--- config.mk ---
export PLATFORM = sky130hd
export DESIGN_NAME = wb_buffer
export DESIGN_NICKNAME = d
export VERILOG_FILES = /design/src/rtl/wb_pkg.sv /design/src/rtl/wb_pending_match.sv /design/src/rtl/wb_buffer.sv
export SDC_FILE = /design/constraint.sdc
export NUM_CORES = 1
export LEC_CHECK = 0
export CORE_ASPECT_RATIO = 0.6
export CORE_MARGIN = 2
export CORE_UTILIZATION = 40
export CTS_CLUSTER_SIZE = 20
export DETAILED_ROUTE_END_ITERATION = 10
export PLACE_DENSITY_LB_ADDON = 0.1
export SYNTH_ARGS = -nofsm -noshare
export SYNTH_HDL_FRONTEND = slang
export SYNTH_SLANG_ARGS = --single-unit
--- constraint.sdc ---
create_clock -name clk -period 5.1 [get_ports clk]
set_input_delay 0.765 -clock clk [delete_from_list [all_inputs] [get_ports clk]]
set_output_delay 0.765 -clock clk [all_outputs]
set_load 0.005 [all_outputs]
--- src/rtl/wb_pkg.sv ---
// Shared types and helpers for the writeback buffer: entry layout and the
// register-file write-select encoding {enable, address}.
package wb_pkg;

  localparam int REG_AW    = 4;
  localparam int DATA_W    = 32;
  localparam int WR_EN_BIT = REG_AW;

  typedef struct packed {
    logic [REG_AW-1:0] addr;
    logic [DATA_W-1:0] data;
  } wb_entry_t;

  // A disabled port carries an all-zero select so the register file never sees a stale address.
  function automatic logic [REG_AW:0] mk_sel(input logic en, input logic [REG_AW-1:0] addr);
    logic [REG_AW:0] sel;
    sel                 = '0;
    sel[WR_EN_BIT]      = en;
    sel[REG_AW-1:0]     = en ? addr : '0;
    return sel;
  endfunction

endpackage

--- src/rtl/wb_pending_match.sv ---
// Compares every valid queued entry's destination against three read-selects
// so operand fetch can stall on a write that has not yet reached the register file.
module wb_pending_match #(
  parameter int DEPTH = 8,
  parameter int AW    = 4
) (
  input  logic [DEPTH-1:0]         i_entryValid,
  input  logic [DEPTH-1:0][AW-1:0] i_entryAddr,
  input  logic [AW-1:0]            i_rdAddr0,
  input  logic [AW-1:0]            i_rdAddr1,
  input  logic [AW-1:0]            i_rdAddr2,
  output logic                     o_pend0,
  output logic                     o_pend1,
  output logic                     o_pend2
);

  always_comb begin
    o_pend0 = 1'b0;
    o_pend1 = 1'b0;
    o_pend2 = 1'b0;
    for (int i = 0; i < DEPTH; i++) begin
      if (i_entryValid[i] && (i_entryAddr[i] == i_rdAddr0)) o_pend0 = 1'b1;
      if (i_entryValid[i] && (i_entryAddr[i] == i_rdAddr1)) o_pend1 = 1'b1;
      if (i_entryValid[i] && (i_entryAddr[i] == i_rdAddr2)) o_pend2 = 1'b1;
    end
  end

endmodule

--- src/rtl/wb_buffer.sv ---
// In-order writeback FIFO that drains up to two results per cycle into the
// register file's two write ports and flags read-selects with queued writes.
module wb_buffer
  import wb_pkg::*;
#(
  parameter int DEPTH = 8,
  parameter int AW    = REG_AW,
  parameter int DW    = DATA_W
) (
  input  logic                     clk,
  input  logic                     rst_n,
  input  logic                     in_valid,
  output logic                     in_ready,
  input  logic [AW-1:0]            in_addr,
  input  logic [DW-1:0]            in_data,
  input  logic                     drain_en,
  output logic [AW:0]              wr_sel0,
  output logic [DW-1:0]            wr_data0,
  output logic [AW:0]              wr_sel1,
  output logic [DW-1:0]            wr_data1,
  input  logic [AW-1:0]            rd_addr0,
  input  logic [AW-1:0]            rd_addr1,
  input  logic [AW-1:0]            rd_addr2,
  output logic                     pend0,
  output logic                     pend1,
  output logic                     pend2,
  output logic [$clog2(DEPTH):0]   count
);

  localparam int PW = $clog2(DEPTH);

  wb_entry_t              r_mem [DEPTH];
  logic [DEPTH-1:0]       r_valid;
  logic [PW-1:0]          r_wrPtr;
  logic [PW-1:0]          r_rdPtr;
  logic [PW:0]            r_count;

  logic [PW-1:0]          w_head1Ptr;
  wb_entry_t              w_head;
  wb_entry_t              w_next;
  wb_entry_t              w_pushEntry;
  logic                   w_en0;
  logic                   w_en1;
  logic                   w_push;
  logic                   w_inReady;
  logic [1:0]             w_pops;
  logic [DEPTH-1:0][AW-1:0] w_entryAddr;

  assign w_head1Ptr  = r_rdPtr + PW'(1);
  assign w_head      = r_mem[r_rdPtr];
  assign w_next      = r_mem[w_head1Ptr];
  assign w_pushEntry = '{addr: in_addr, data: in_data};

  // Full blocks accepts even when a pop happens the same edge; gating with rst_n holds ready low during reset.
  assign w_inReady = rst_n && (r_count < (PW+1)'(DEPTH));
  assign w_push    = in_valid && w_inReady;

  // Port 1 never carries port 0's address, or the register file would drop both writes.
  assign w_en0  = drain_en && (r_count != '0);
  assign w_en1  = drain_en && (r_count >= (PW+1)'(2)) && (w_next.addr != w_head.addr);
  assign w_pops = {1'b0, w_en0} + {1'b0, w_en1};

  assign in_ready = w_inReady;
  assign count    = r_count;
  assign wr_sel0  = mk_sel(w_en0, w_head.addr);
  assign wr_sel1  = mk_sel(w_en1, w_next.addr);
  assign wr_data0 = w_en0 ? w_head.data : '0;
  assign wr_data1 = w_en1 ? w_next.data : '0;

  always_ff @(posedge clk or negedge rst_n) begin
    if (!rst_n) begin
      r_wrPtr <= '0;
      r_rdPtr <= '0;
      r_count <= '0;
      r_valid <= '0;
    end else begin
      if (w_en0) r_valid[r_rdPtr] <= 1'b0;
      if (w_en1) r_valid[w_head1Ptr] <= 1'b0;
      if (w_push) begin
        r_valid[r_wrPtr] <= 1'b1;
        r_wrPtr          <= r_wrPtr + PW'(1);
      end
      r_rdPtr <= r_rdPtr + PW'(w_pops);
      r_count <= r_count + (PW+1)'(w_push) - (PW+1)'(w_pops);
    end
  end

  always_ff @(posedge clk) begin
    if (w_push) r_mem[r_wrPtr] <= w_pushEntry;
  end

  always_comb begin
    w_entryAddr = '0;
    for (int i = 0; i < DEPTH; i++) w_entryAddr[i] = r_mem[i].addr;
  end

  wb_pending_match #(
    .DEPTH (DEPTH),
    .AW    (AW)
  ) u_pendingMatch (
    .i_entryValid (r_valid),
    .i_entryAddr  (w_entryAddr),
    .i_rdAddr0    (rd_addr0),
    .i_rdAddr1    (rd_addr1),
    .i_rdAddr2    (rd_addr2),
    .o_pend0      (pend0),
    .o_pend1      (pend1),
    .o_pend2      (pend2)
  );

endmodule

==> run summary <==
Outcome: finished clean
Die Area: 39620 sq um
Vias in the first global route: 10560
Port Buffer Count: 133
VDD IR max: 0.4861 mV
CP top delay family: buffers and inverters
Final Hold Viols: 0
Final non-filler cell total: 1780
Clock Tree Buf Depth: 3
Synth Area per Inst: 13.31 sq um
Total number of vias: 10820
Buf/Inv on CP: 3
Initial DRC count: 1352
PwrDens: 651.5 nW/um^2
DP Cell Count: 1723
Crit-path max cell delay: 0.79 ns
Met2 routed WL: 20.96 mm
Die Y: 155.0 um
Row count: 55
Setup-failing EPs final: 0
Worst-Margin Slew: 0.8935 ns
CP cell instances: buf_4 -> mux4_2 -> mux2i_1 -> xor2_1 -> nor3_1 -> a21o_2 -> buf_4 -> nor3_1 -> clkdlybuf4s50_1
Via density: 6.079
Post-Synth Adder-Cell Area: 1.087%
EDFF count, synth: 288
#FFs+latches synth: 306
WP data arrival: 4.05 ns
Post-Syn Area: 15200 sq um
Post_cts resized: 0
Mux contribution to synthesized area: 8.711%
Synth-to-layout area growth: 20.02%
First-pass GRT wire length: 71.64 mm
# DRC: 0
Clock-pin transition on the worst setup and hold timing paths: 0.07 ns
Max-cap violation count: 0
Largest area contributor in the synthesized netlist: edfxtp_1
Crit end category: output pin
Clock H-tree levels: 1
Startpoint Class: flop
Fill count: 3322
Worst-skew pair later-pin latency: 0.57 ns
TritonCTS clock tree: built
Synth Flop Type: edfxtp_1
Pre-antenna DRT Iters: 7
GRT Total Usage: 24.31%
HPWL after detailed placement: 28.67 mm
Area contributors post-synth: edfxtp_1 57%, mux4_2 5.5%, xor2_1 4.4%
Number of CTS-inserted buffers: 30
Simple-gate share of the synthesized area: 7.732%
Share of the synthesized area in the top cell type: 56.91%
Final GP Congestion: 0.8985
Reg2reg path depth: 14
CTS Sinks: 306
Static Leak: 5.947 nW
Yosys warnings: 0
Layout cells sized above 1: 11.93%
Worst hold slack: 0.5364 ns
Net count, final: 1306
Finished Core Util: 48.54%
Root buffer cell: clkbuf_16
Max-slew violations: 0
Crit Path Category: flop to output pin
I/O pins: 134
Die X: 255.6 um
Fin Setup TNS: 0 ns
Sequential share of the synthesized area: 59.88%
Hold WC Path Type: input port to async pin
CP Max Fanout: 14
Critical path depth in cells: 9
Routed length on met3: 4.502 mm
Fin Clk Skew: 0.01509 ns
Largest family of logic cells by synthesized area: compound AO/OA/AOI/OAI gates
GRT Residual Overflow: 0
Post-synth ARST share: 5.882%
# hold bufs at CTS: 0
RSZ-0062 raised after global routing: no
Count of cell types in the netlist: 53
Post-Route M1 WL: 22.40 mm
Post-synth net total: 1206
Critical Path RT: 4.34 ns
Wire per inst: 27.40 um
Final Cycle Share: 94.39%
Final Routed Wirelength: 48.77 mm
Largest net degree at the start of global routing: 101
Core box area: 37570 sq um
Initial antenna violation count: 1
Crit path time final: 4.814 ns
Postcts setup bufs: 0
Synth Area in XOR/XNOR: 6.282%
Post-route ant nets: 0
Slew margin rel.: 40.43%
Mapped Cells: 1142
Starting Density: 40.44%
Top Layer Used: met4
Critical-path top delay cell: dfrtp_1
Compound-Gate Fraction of Synth Area: 13.16%
Max Freq: 207.7 MHz
==> flip-flops by register name (all words and copies together), names as in the netlist <==
signal and flops:
r_wrPtr 3, count 4, r_mem 288, r_rdPtr 3
r_valid 8
==> cells in the final DEF (no fill, tap or decap), drive strengths merged, types with 7 or more instances in the layout <==
cell / Yosys / layout
mux2i: 40 / 40
nor3b: 12 / 12
clkbuf: 47 / 35
a31oi: 51 / 51
nor4: 19 / 19
a22oi: 69 / 69
xnor2: 28 / 28
clkinv: 1 / 11
nor2: 48 / 48
bufinv: 0 / 8
inv: 11 / 12
o221ai: 8 / 8
edfxtp: 288 / 288
buf: 49 / 31
a21oi: 45 / 45
ha: 10 / 10
mux4: 37 / 37
clkdlybuf4s50: 0 / 133
a22o: 32 / 32
dfrtp: 18 / 18
xor2: 78 / 78
mux2: 8 / 8
nand3: 13 / 13
o22ai: 7 / 7
nor3: 43 / 43
a221oi: 30 / 30
a211oi: 13 / 13
nand2: 89 / 89
==> metrics by stage <==
stage | power, W | cell area [sq um] | setup slack [ns]
detailed placement | 0.009403 | 17130 | 0.8348
global placement | 0.009406 | 17130 | 0.8689
CTS | 0.01191 | 18240 | 0.2639
floorplan | 0.006897 | 15200 | 0.7728
global route | 0.01252 | 18240 | 0.09835
finish | 0.01188 | 18240 | 0.2859
==> kinds of logic (layout without fill, tap and decap cells) <==
logic type,after synthesis,count (layout)
AND/OR/NAND/NOR,248,248
other,0,1
AO/OA/AOI/OAI,277,277
multiplexers,85,85
XOR/XNOR,106,106
buffers and inverters,108,232
flip-flops,306,306
adder cells (fa/ha/maj),12,12
==> layer usage <==
layer / vias up / global-route usage [%]
met4: 0 / 5.319
met1: 5446 / 37.00
li1: 4704 / -
met5: - / 0
met3: 72 / 5.213
met2: 599 / 35.64
==> synth_stat cells, types with 2 or more instances <==
cell        n
o22ai_1     7
a31oi_1    51
a211oi_2    5
mux4_2     37
a21o_1      2
a41oi_1     2
nand4_1     3
mux2_2      8
buf_4       9
inv_1      10
buf_6       2
xnor2_1    27
nor3_1     41
nor2_1     48
a22o_1     32
and2_1      6
fa_1        2
nand2b_1    6
clkbuf_1   47
and3b_1     2
a211oi_1    8
o32ai_1     2
ha_1       10
mux2i_1    40
and3_1      3
edfxtp_1  288
nand2_1    89
o211ai_1    2
nor4_1     19
nor3b_1    11
o21ai_0     5
o31ai_1     6
buf_2      20
xor2_1     77
nor3_2      2
nor2b_1     2
a22oi_1    69
buf_1      18
a21oi_1    45
o221ai_1    8
dfrtp_1    18
a221oi_1   30
nand3_1    13
==> worst paths after layout <==
path / endpoint / from / slack, ns
setup / recovery: wr_data1[10] / r_rdPtr[2] / 0.29
hold reg to reg: r_wrPtr[0] / r_wrPtr[0] / 0.55
max in group asynchronous: r_rdPtr[0] / rst_n / 4.30
setup reg to reg: count[2] / r_rdPtr[0] / 0.80
min in group clk: r_wrPtr[0] / r_wrPtr[0] / 0.55
hold / removal: r_wrPtr[2] / rst_n / 0.54
==> area by class of cell <==
cell class,count,area (sq um),area share (%)
diodes,1,2.502,0.01372
multi-input cells,728,5736,31.45
inverters,12,45.04,0.2470
well taps,513,641.9,3.519
clock inverters,21,319.1,1.749
clock buffers,35,790.8,4.336
repair buffers,164,1602,8.781
flip-flops and latches,306,9102,49.91
==> worst reg2reg max path, stage by stage (launching register included) <==
cell	delay, ns
dfrtp_4	0.59
ha_4	0.47
mux2i_1	0.11
mux4_2	0.51
xor2_1	0.18
nor3_1	0.25
a21o_2	0.46
inv_2	0.15
ha_1	0.35
ha_1	0.28
inv_1	0.06
ha_1	0.15
inv_1	0.06
fa_1	0.43
xnor2_1	0.14
==> report_power, final <==
group          leakage [nW]  switching (W)  total, W  internal [W]
clock network         0.535       0.000972   0.00249       0.00152
registers              2.82       0.000212   0.00315       0.00294
logic                  2.59        0.00349   0.00624       0.00276
total                  5.95        0.00467    0.0119       0.00721
Power figures use the tool's default switching activity.
